<file path="config.mk">
export PLATFORM = sky130hd
export DESIGN_NAME = fetch_unit
export DESIGN_NICKNAME = d
export VERILOG_FILES = /design/src/rtl/fetch_unit_pkg.sv /design/src/rtl/fetch_unit_fifo.sv /design/src/rtl/fetch_unit.sv
export SDC_FILE = /design/constraint.sdc
export NUM_CORES = 1
export LEC_CHECK = 0
export ABC_CLOCK_PERIOD_IN_PS = 3000
export BUFFER_PORTS_ARGS = -buffer_cell sky130_fd_sc_hd__clkbuf_2
export CAP_MARGIN = 30
export CORE_ASPECT_RATIO = 0.75
export CORE_UTILIZATION = 56
export DETAILED_ROUTE_END_ITERATION = 16
export GPL_TIMING_DRIVEN = 0
export PLACE_DENSITY = 0.8
export SKIP_CTS_REPAIR_TIMING = 1
export SLEW_MARGIN = 20
export SYNTH_ARGS = -nofsm -noshare
export SYNTH_HDL_FRONTEND = slang
export SYNTH_SLANG_ARGS = --single-unit
</file>
<file path="constraint.sdc">
create_clock -name clk -period 3 [get_ports clk]
set_input_delay 0.3 -clock clk [delete_from_list [all_inputs] [get_ports clk]]
set_output_delay 0.3 -clock clk [all_outputs]
set_load 0.01 [all_outputs]
</file>
<file path="src/rtl/fetch_unit_pkg.sv">
// Shared constants for the instruction fetch front end: bus channel widths,
// PC increment and counter sizing.
package fetch_unit_pkg;

    localparam int IR_ADDR_W = 32;
    localparam int IR_DATA_W = 32;
    localparam int IALIGN    = 4;

    // Counters must hold the value fifo_depth itself, hence the extra bit.
    function automatic int cnt_width(input int depth);
        return $clog2(depth) + 1;
    endfunction

endpackage

</file>
<file path="src/rtl/fetch_unit_fifo.sv">
// Instruction buffer: synchronous FIFO holding {inst, pc} pairs. The head is
// read from the entry registers, so there is no combinational path from the push data.
module fetch_fifo
    import fetch_unit_pkg::*;
#(
    parameter int WIDTH = 64,
    parameter int DEPTH = 2
) (
    input  logic                        clk,
    input  logic                        rst,
    input  logic                        i_push,
    input  logic [WIDTH-1:0]            i_push_data,
    input  logic                        i_pop,
    input  logic                        i_flush,
    output logic [cnt_width(DEPTH)-1:0] o_count,
    output logic                        o_not_empty,
    output logic [WIDTH-1:0]            o_head
);

    localparam int AW = $clog2(DEPTH);
    localparam int CW = cnt_width(DEPTH);

    logic [AW-1:0]    r_wr_ptr;
    logic [AW-1:0]    r_rd_ptr;
    logic [CW-1:0]    r_count;
    logic [WIDTH-1:0] w_entries [DEPTH];
    logic             w_push;
    logic             w_pop;

    // Flush wins over both push and pop.
    assign w_pop  = i_pop && !i_flush && (r_count != '0);
    assign w_push = i_push && !i_flush && ((r_count != CW'(DEPTH)) || w_pop);

    generate
        for (genvar gi = 0; gi < DEPTH; gi++) begin : g_entry
            logic [WIDTH-1:0] r_data;
            always_ff @(posedge clk) begin
                if (rst) begin
                    r_data <= '0;
                end else if (w_push && (r_wr_ptr == AW'(gi))) begin
                    r_data <= i_push_data;
                end
            end
            assign w_entries[gi] = r_data;
        end
    endgenerate

    always_ff @(posedge clk) begin
        if (rst || i_flush) begin
            r_wr_ptr <= '0;
            r_rd_ptr <= '0;
            r_count  <= '0;
        end else begin
            if (w_push) begin
                r_wr_ptr <= r_wr_ptr + AW'(1);
            end
            if (w_pop) begin
                r_rd_ptr <= r_rd_ptr + AW'(1);
            end
            r_count <= r_count + CW'(w_push) - CW'(w_pop);
        end
    end

    assign o_count     = r_count;
    assign o_not_empty = (r_count != '0);
    assign o_head      = w_entries[r_rd_ptr];

endmodule

</file>
<file path="src/rtl/fetch_unit.sv">
// Instruction fetch front end: owns the PC, issues credit-limited word reads,
// tags returning words with their PC and discards words from redirected paths.
module fetch_unit
    import fetch_unit_pkg::*;
#(
    parameter int                  pc_width   = IR_ADDR_W,
    parameter int                  inst_width = IR_DATA_W,
    parameter logic [pc_width-1:0] pc_init    = '0,
    parameter int                  fifo_depth = 2
) (
    input  logic                  clk,
    input  logic                  rst,
    output logic                  ir_addr_valid,
    input  logic                  ir_addr_ready,
    output logic [pc_width-1:0]   ir_addr,
    input  logic                  ir_data_valid,
    output logic                  ir_data_ready,
    input  logic [inst_width-1:0] ir_data,
    output logic                  inst_valid,
    input  logic                  inst_ready,
    output logic [inst_width-1:0] inst,
    output logic [pc_width-1:0]   inst_pc,
    input  logic                  pc_load,
    input  logic [pc_width-1:0]   pc_target
);

    localparam int            CW      = cnt_width(fifo_depth);
    localparam int            EW      = inst_width + pc_width;
    localparam logic [CW:0]   DEPTH_C = (CW+1)'(fifo_depth);

    logic [pc_width-1:0] r_pc;
    logic [pc_width-1:0] r_resp_pc;
    logic [CW-1:0]       r_outstanding;
    logic [CW-1:0]       r_drop_cnt;
    logic [CW-1:0]       w_fifo_count;
    logic [CW:0]         w_in_use;
    logic [pc_width-1:0] w_target;
    logic                w_addr_hs;
    logic                w_data_hs;
    logic                w_keep;
    logic                w_pop;
    logic [EW-1:0]       w_head;

    assign w_target = pc_target & ~pc_width'(IALIGN - 1);
    assign w_in_use = {1'b0, r_outstanding} + {1'b0, w_fifo_count};

    // A request is only issued when a buffer slot is already reserved for its
    // response, which is why read data never has to be back-pressured.
    assign ir_addr_valid = !rst && !pc_load && (w_in_use < DEPTH_C);
    assign ir_addr       = r_pc;
    assign ir_data_ready = 1'b1;

    assign w_addr_hs = ir_addr_valid && ir_addr_ready;
    assign w_data_hs = ir_data_valid;
    assign w_keep    = w_data_hs && (r_drop_cnt == '0) && !pc_load;
    assign w_pop     = inst_valid && inst_ready;

    always_ff @(posedge clk) begin
        if (rst) begin
            r_pc          <= pc_init;
            r_resp_pc     <= pc_init;
            r_outstanding <= '0;
            r_drop_cnt    <= '0;
        end else begin
            r_outstanding <= r_outstanding + CW'(w_addr_hs) - CW'(w_data_hs);
            if (pc_load) begin
                // Everything still in flight after this edge belongs to the old path.
                r_pc       <= w_target;
                r_resp_pc  <= w_target;
                r_drop_cnt <= r_outstanding - CW'(w_data_hs);
            end else begin
                if (w_addr_hs) begin
                    r_pc <= r_pc + pc_width'(IALIGN);
                end
                if (w_data_hs) begin
                    if (r_drop_cnt != '0) begin
                        r_drop_cnt <= r_drop_cnt - CW'(1);
                    end else begin
                        r_resp_pc <= r_resp_pc + pc_width'(IALIGN);
                    end
                end
            end
        end
    end

    fetch_fifo #(
        .WIDTH (EW),
        .DEPTH (fifo_depth)
    ) u_fifo (
        .clk         (clk),
        .rst         (rst),
        .i_push      (w_keep),
        .i_push_data ({ir_data, r_resp_pc}),
        .i_pop       (w_pop),
        .i_flush     (pc_load),
        .o_count     (w_fifo_count),
        .o_not_empty (inst_valid),
        .o_head      (w_head)
    );

    assign inst    = w_head[EW-1 -: inst_width];
    assign inst_pc = w_head[pc_width-1:0];

    a_credit_bound : assert property (@(posedge clk) disable iff (rst) w_in_use <= DEPTH_C);

endmodule

</file>
# Word-level counts from Yosys, hierarchy flattened
# Index checks and enable logic that the tools add are counted.
# totals
ff_bits	200
latch_bits	0
ramBits	0
romBits	0
inputBits	70
out_inout_bits	99
elab_cells	66
n_memories	0
# classes
addsub	11
n_mul	0
n_div	0
order_cmp	2
eq_ne	2
shifts	0
n_mux	11
bitwise_logic	3
reduce_logical	26
# op_table
operator	n
$mux 64	3
$mux 32	5
$add 32x3->32 const B	2
$logic_and 1x1->1	12
$reduce_bool 2->1	5
$mux 2	3
$reduce_and 2->1	3
$sub 2x1->2	3
$add 2x1->2	2
$ne 2x2->1 const B	2
$add 2x2->3	1
$lt 3x2->1 const B	1
$add 1x1->1 const B	2
$ge 2x2->1 const B	1
$logic_not 1->1	2
$logic_not 2->1	1
$logic_or 1x1->1	2
$not 1->1	2
$not 1->2	1
$reduce_or 2->1	1
$sub 2x1->2 const B	1

# Logic depth before layout (Yosys ltp)
# depth
ltp_word	8
mapped_depth	12
mapped_depth_nobuf	11

# Modules after synthesis
# A second synthesis with hierarchy kept.
# hier_totals
hier_cells	1047
area_unflattened_um2	9990.8
# modules_own_cells
mod	n_inst	cells_each	area_each_um2	seq_area_each_um2
fetch_fifo	1	584	6292.3	2642.5
fetch_unit	1	463	3698.5	1281.2

# Worst setup path before layout
# OpenSTA, ideal clock, no wires.
# synth_path
path_kind	reg-to-reg
from	register u_fifo.r_count[0] (netlist: u_fifo.o_count[0])
to	register r_pc[24] (netlist: ir_addr[24])
setup_ns	0.120
t_arrival_ns	2.457
required_time_ns	2.880
setup_slack_ns	0.424
stages_incl_launch_ff	10
path_buffers	2
synth_period_minus_slack_ns	2.576
cell_sequence	dfxtp_1 inv_1 nor2_1 fa_1 or3b_1 buf_6 or3_4 buf_6 o31a_1 o31a_1
# synth_via
elab_chain_cells	5
# synth_rtl
item	line	source
from (decl)	fetch_unit_fifo.sv:25	logic [CW-1:0] r_count;
from (signal assigned)	fetch_unit_fifo.sv:60	r_count <= r_count + CW'(w_push) - CW'(w_pop);
$add 2x2->3	fetch_unit.sv:45	assign w_in_use = {1'b0, r_outstanding} + {1'b0, w_fifo_count};
$lt 3x2->1	fetch_unit.sv:49	assign ir_addr_valid = !rst && !pc_load && (w_in_use < DEPTH_C);
$logic_and 1x1->1	fetch_unit.sv:49	
$logic_and 1x1->1	fetch_unit.sv:53	assign w_addr_hs = ir_addr_valid && ir_addr_ready;
$reduce_bool 2->1 (no source line)	--	
to (signal assigned)	fetch_unit.sv:60	r_pc <= pc_init;
to (signal assigned)	fetch_unit.sv:68	r_pc <= w_target;
to (signal assigned)	fetch_unit.sv:73	r_pc <= r_pc + pc_width'(IALIGN);
to (decl)	fetch_unit.sv:31	logic [pc_width-1:0] r_pc;
# Every way passes these cells.
# A chain may end at the register's enable or synchronous reset.

# Final worst setup path
# layout_path
from	register u_fifo.r_count[0] (netlist: u_fifo.o_count[0])
to	register r_pc[23] (netlist: ir_addr[23])
# Same word-level chain as after synthesis.

==> flow_summary.json <==
{
  "htreeDepth": 4,
  "p_int_mw": 4.268,
  "switching_power_mw": 1.578,
  "total_power_mw": 5.846,
  "hold_viol": 0,
  "setup_tns_ns": 0,
  "io_buffers": 161,
  "setup_viol": 0,
  "power_density_mw_per_mm2": 548.5,
  "place_area_mm2": 0.01004,
  "timing.fmax_mhz": 344.8,
  "p_seq_share_pct": 47.3,
  "cp.required_ns": 3.37,
  "synth-compound-area-share_pct": 16.27,
  "worstReg2RegEnd": "ir_addr[23]$_SDFFE_PP0P_",
  "synth_top_area_share_pct": 42.86,
  "grt_pass1_vias": 8098,
  "fin_ws_ns": 0.09945,
  "syn2layout_area_growth_pct": 18.85,
  "dr.pass1.iters": 5,
  "sw_frac_of_total_pct": 27.00,
  "core_area_mm2": 0.01542,
  "n_antenna_cell": 0,
  "cts_buffers": 17,
  "synth_ff_type": "dfxtp_1",
  "fin_area_mm2": 0.01066,
  "syn_area_mm2": 0.008969,
  "num_vias": 8937,
  "nets": 1364,
  "synth-edff-count": 0,
  "tightest_slew_ns": 0.8201,
  "yosysMostFrequentCell": "nand2_1",
  "status": "finished clean",
  "grt-ovfl-total": 0,
  "synth-simple-area-share_pct": 24.44,
  "wl_um": 26630,
  "die_h_um": 111.6,
  "ios": 169,
  "synth_common_cells": "nand2_1 (290), dfxtp_1 (192), a21oi_1 (128)",
  "fin_hold_ws_ns": 0.09824,
  "synth-seq-area-share_pct": 42.86,
  "rr_worst_depth": 7,
  "clkSinkCount": 192,
  "min-delay-start": "ir_data[18]",
  "dpl.hpwl_um": 19190,
  "std_cell_rows": 39,
  "grt_usage_pct": 32.61,
  "slew_violations": 0,
  "worstSetupEndpointType": "flip-flop",
  "viasPerCell": 5.946,
  "post-place-ws_ns": -0.07981,
  "hp-class": "input port to flip-flop",
  "synth-warning-count": 0,
  "grt_pass1_wl_um": 42210,
  "min_period_over_period_pct": 96.69,
  "drc": 0,
  "r2r-start": "u_fifo.o_count[0]$_SDFF_PP0_",
  "ant_nets": 0,
  "antenna_found_initial": 0,
  "synth_top_family_by_area": "simple AND/OR/NAND/NOR gates",
  "dieArea_mm2": 0.01653,
  "synth_top_area_cell": "dfxtp_1",
  "ys_ff_latch": 192,
  "clock_latency_ns": 0.44,
  "arrival_ns": 3.27,
  "cts_tree": "built",
  "die_w_um": 148.1,
  "gp_congestion": 0.9517,
  "power_leakage_nw": 3.988,
  "post_drt_wl_per_cell_um": 17.71,
  "synth_fa_ha_area_share_pct": 1.339,
  "grt_max_degree": 18,
  "start_kind": "flip-flop",
  "cp_max_fo": 7,
  "clkTransAtPathRegs_ns": 0.07,
  "skew_ns": 0.01219,
  "drt-initial-drc-count": 921,
  "critical_path_class": "flip-flop to flip-flop",
  "cts_buffer_depth": 2,
  "synth_async_sr_flop_share_pct": 0,
  "initial_utilization_pct": 58.16,
  "layout-drive-gt1-share_pct": 21.57,
  "combPwrFrac_pct": 11.5,
  "yosys.cell_types.count": 61,
  "p_clk_share_pct": 41.2,
  "rsz0062_at_grt": "yes",
  "synth_area_leaders": "dfxtp_1 (43%), nand2_1 (12%), mux2_2 (7.8%)",
  "relSlewSlack_pct": 44.87,
  "drv_cap": 0,
  "hold_path_depth": 3,
  "clockRootBuffer": "clkbuf_16",
  "peakVddDrop_v": 0.0004665,
  "yosys.area_share.xor_xnor_pct": 2.441,
  "muxShareOfSynthArea_pct": 7.896,
  "syn_area_per_cell_um2": 8.138,
  "period_needed_ns": 2.901,
  "regToRegSetupSlack_ns": 0.1,
  "synth_cells": 1102,
  "hold_end": "u_fifo.g_entry[1].r_data[50]$_SDFFE_PP0P_"
}
==> layout by cell type (no fill, tap or decap), types with 17 or more instances in the layout <==
| cell type | count |
|---|---|
| nand2_1 | 290 |
| nor2_1 | 27 |
| clkbuf_2 | 162 |
| clkbuf_1 | 72 |
| mux2_2 | 62 |
| o21ai_0 | 20 |
| dfxtp_1 | 192 |
| clkbuf_16 | 17 |
| nand3_1 | 22 |
| nand4_1 | 28 |
| a21oi_1 | 128 |
| a31oi_1 | 19 |
==> layout make-up <==
type                    count  area, µm²
clock inverters            14      177.7
fillers                  1292       4761
plain buffers              87      370.4
clock buffers              18      439.2
repair buffers            161      805.8
inverters                  13      48.80
well taps                 205      256.5
flip-flops and latches    192       3844
multi-input cells         813       4717
==> power by group through the flow <==
stage,clock network (mW),registers [mW],logic (mW)
after global routing,2.53,2.78,0.728
after detailed placement,0,2.82,0.654
final,2.41,2.77,0.670
after global placement,0,2.81,0.640
after floorplan,0,2.80,0.403
after CTS,2.41,2.76,0.662
==> worst max-delay path: stages (launching register included) <==
cell,delay [ns]
dfxtp_1,0.36
inv_1,0.08
nor2_1,0.15
fa_1,0.49
nor3b_1,0.50
nand3_1,0.48
or4_1,0.61
a31oi_1,0.17
==> stage by stage <==
stage,std cells,util [%]
after CTS,1503,69.13
after detailed placement,1471,65.13
final,1503,69.13
after global placement,1471,65.13
after floorplan,1105,-
after global routing,1503,69.13
==> flip-flops by register name, summed over array words and instances, names as in the netlist <==
register and count:
u_fifo.r_wr_ptr 1, r_drop_cnt 2, r_resp_pc 30, u_fifo.g_entry.r_data 124
r_outstanding 2, u_fifo.r_rd_ptr 1, ir_addr 30, u_fifo.o_count 2
==> cells by family after synthesis <==
group / count (synthesis)
buffers and inverters: 100
AO/OA/AOI/OAI: 243
other: 2
adder cells (fa/ha/maj): 9
XOR/XNOR: 25
multiplexers: 63
AND/OR/NAND/NOR: 468
flip-flops: 192
==> per-layer routing <==
| layer | part of all wire, % | GRT usage [%] |
|---|---|---|
| met5 | 0 | 0 |
| met4 | 1.6 | 9.897 |
| met3 | 11 | 7.951 |
| met2 | 43 | 47.64 |
| met1 | 45 | 47.18 |
==> worst max path at each step <==
stage / to / cells after the start / startpoint / slack, ns
5_1_grt: ir_addr[23]$_SDFFE_PP0P_ / 7 / u_fifo.o_count[0]$_SDFF_PP0_ / -0.08
6_report: ir_addr[23]$_SDFFE_PP0P_ / 7 / u_fifo.o_count[0]$_SDFF_PP0_ / 0.1
3_5_place_dp: u_fifo.o_count[1]$_SDFF_PP0_ / 12 / pc_load / -0.08
4_1_cts: r_outstanding[0]$_SDFF_PP0_ / 11 / u_fifo.o_count[0]$_SDFF_PP0_ / 0.20
2_1_floorplan: ir_addr[24]$_SDFFE_PP0P_ / 9 / u_fifo.o_count[0]$_SDFF_PP0_ / 0.42
3_3_place_gp: u_fifo.o_count[1]$_SDFF_PP0_ / 12 / pc_load / -0.06
Power figures use the tool's default switching activity.
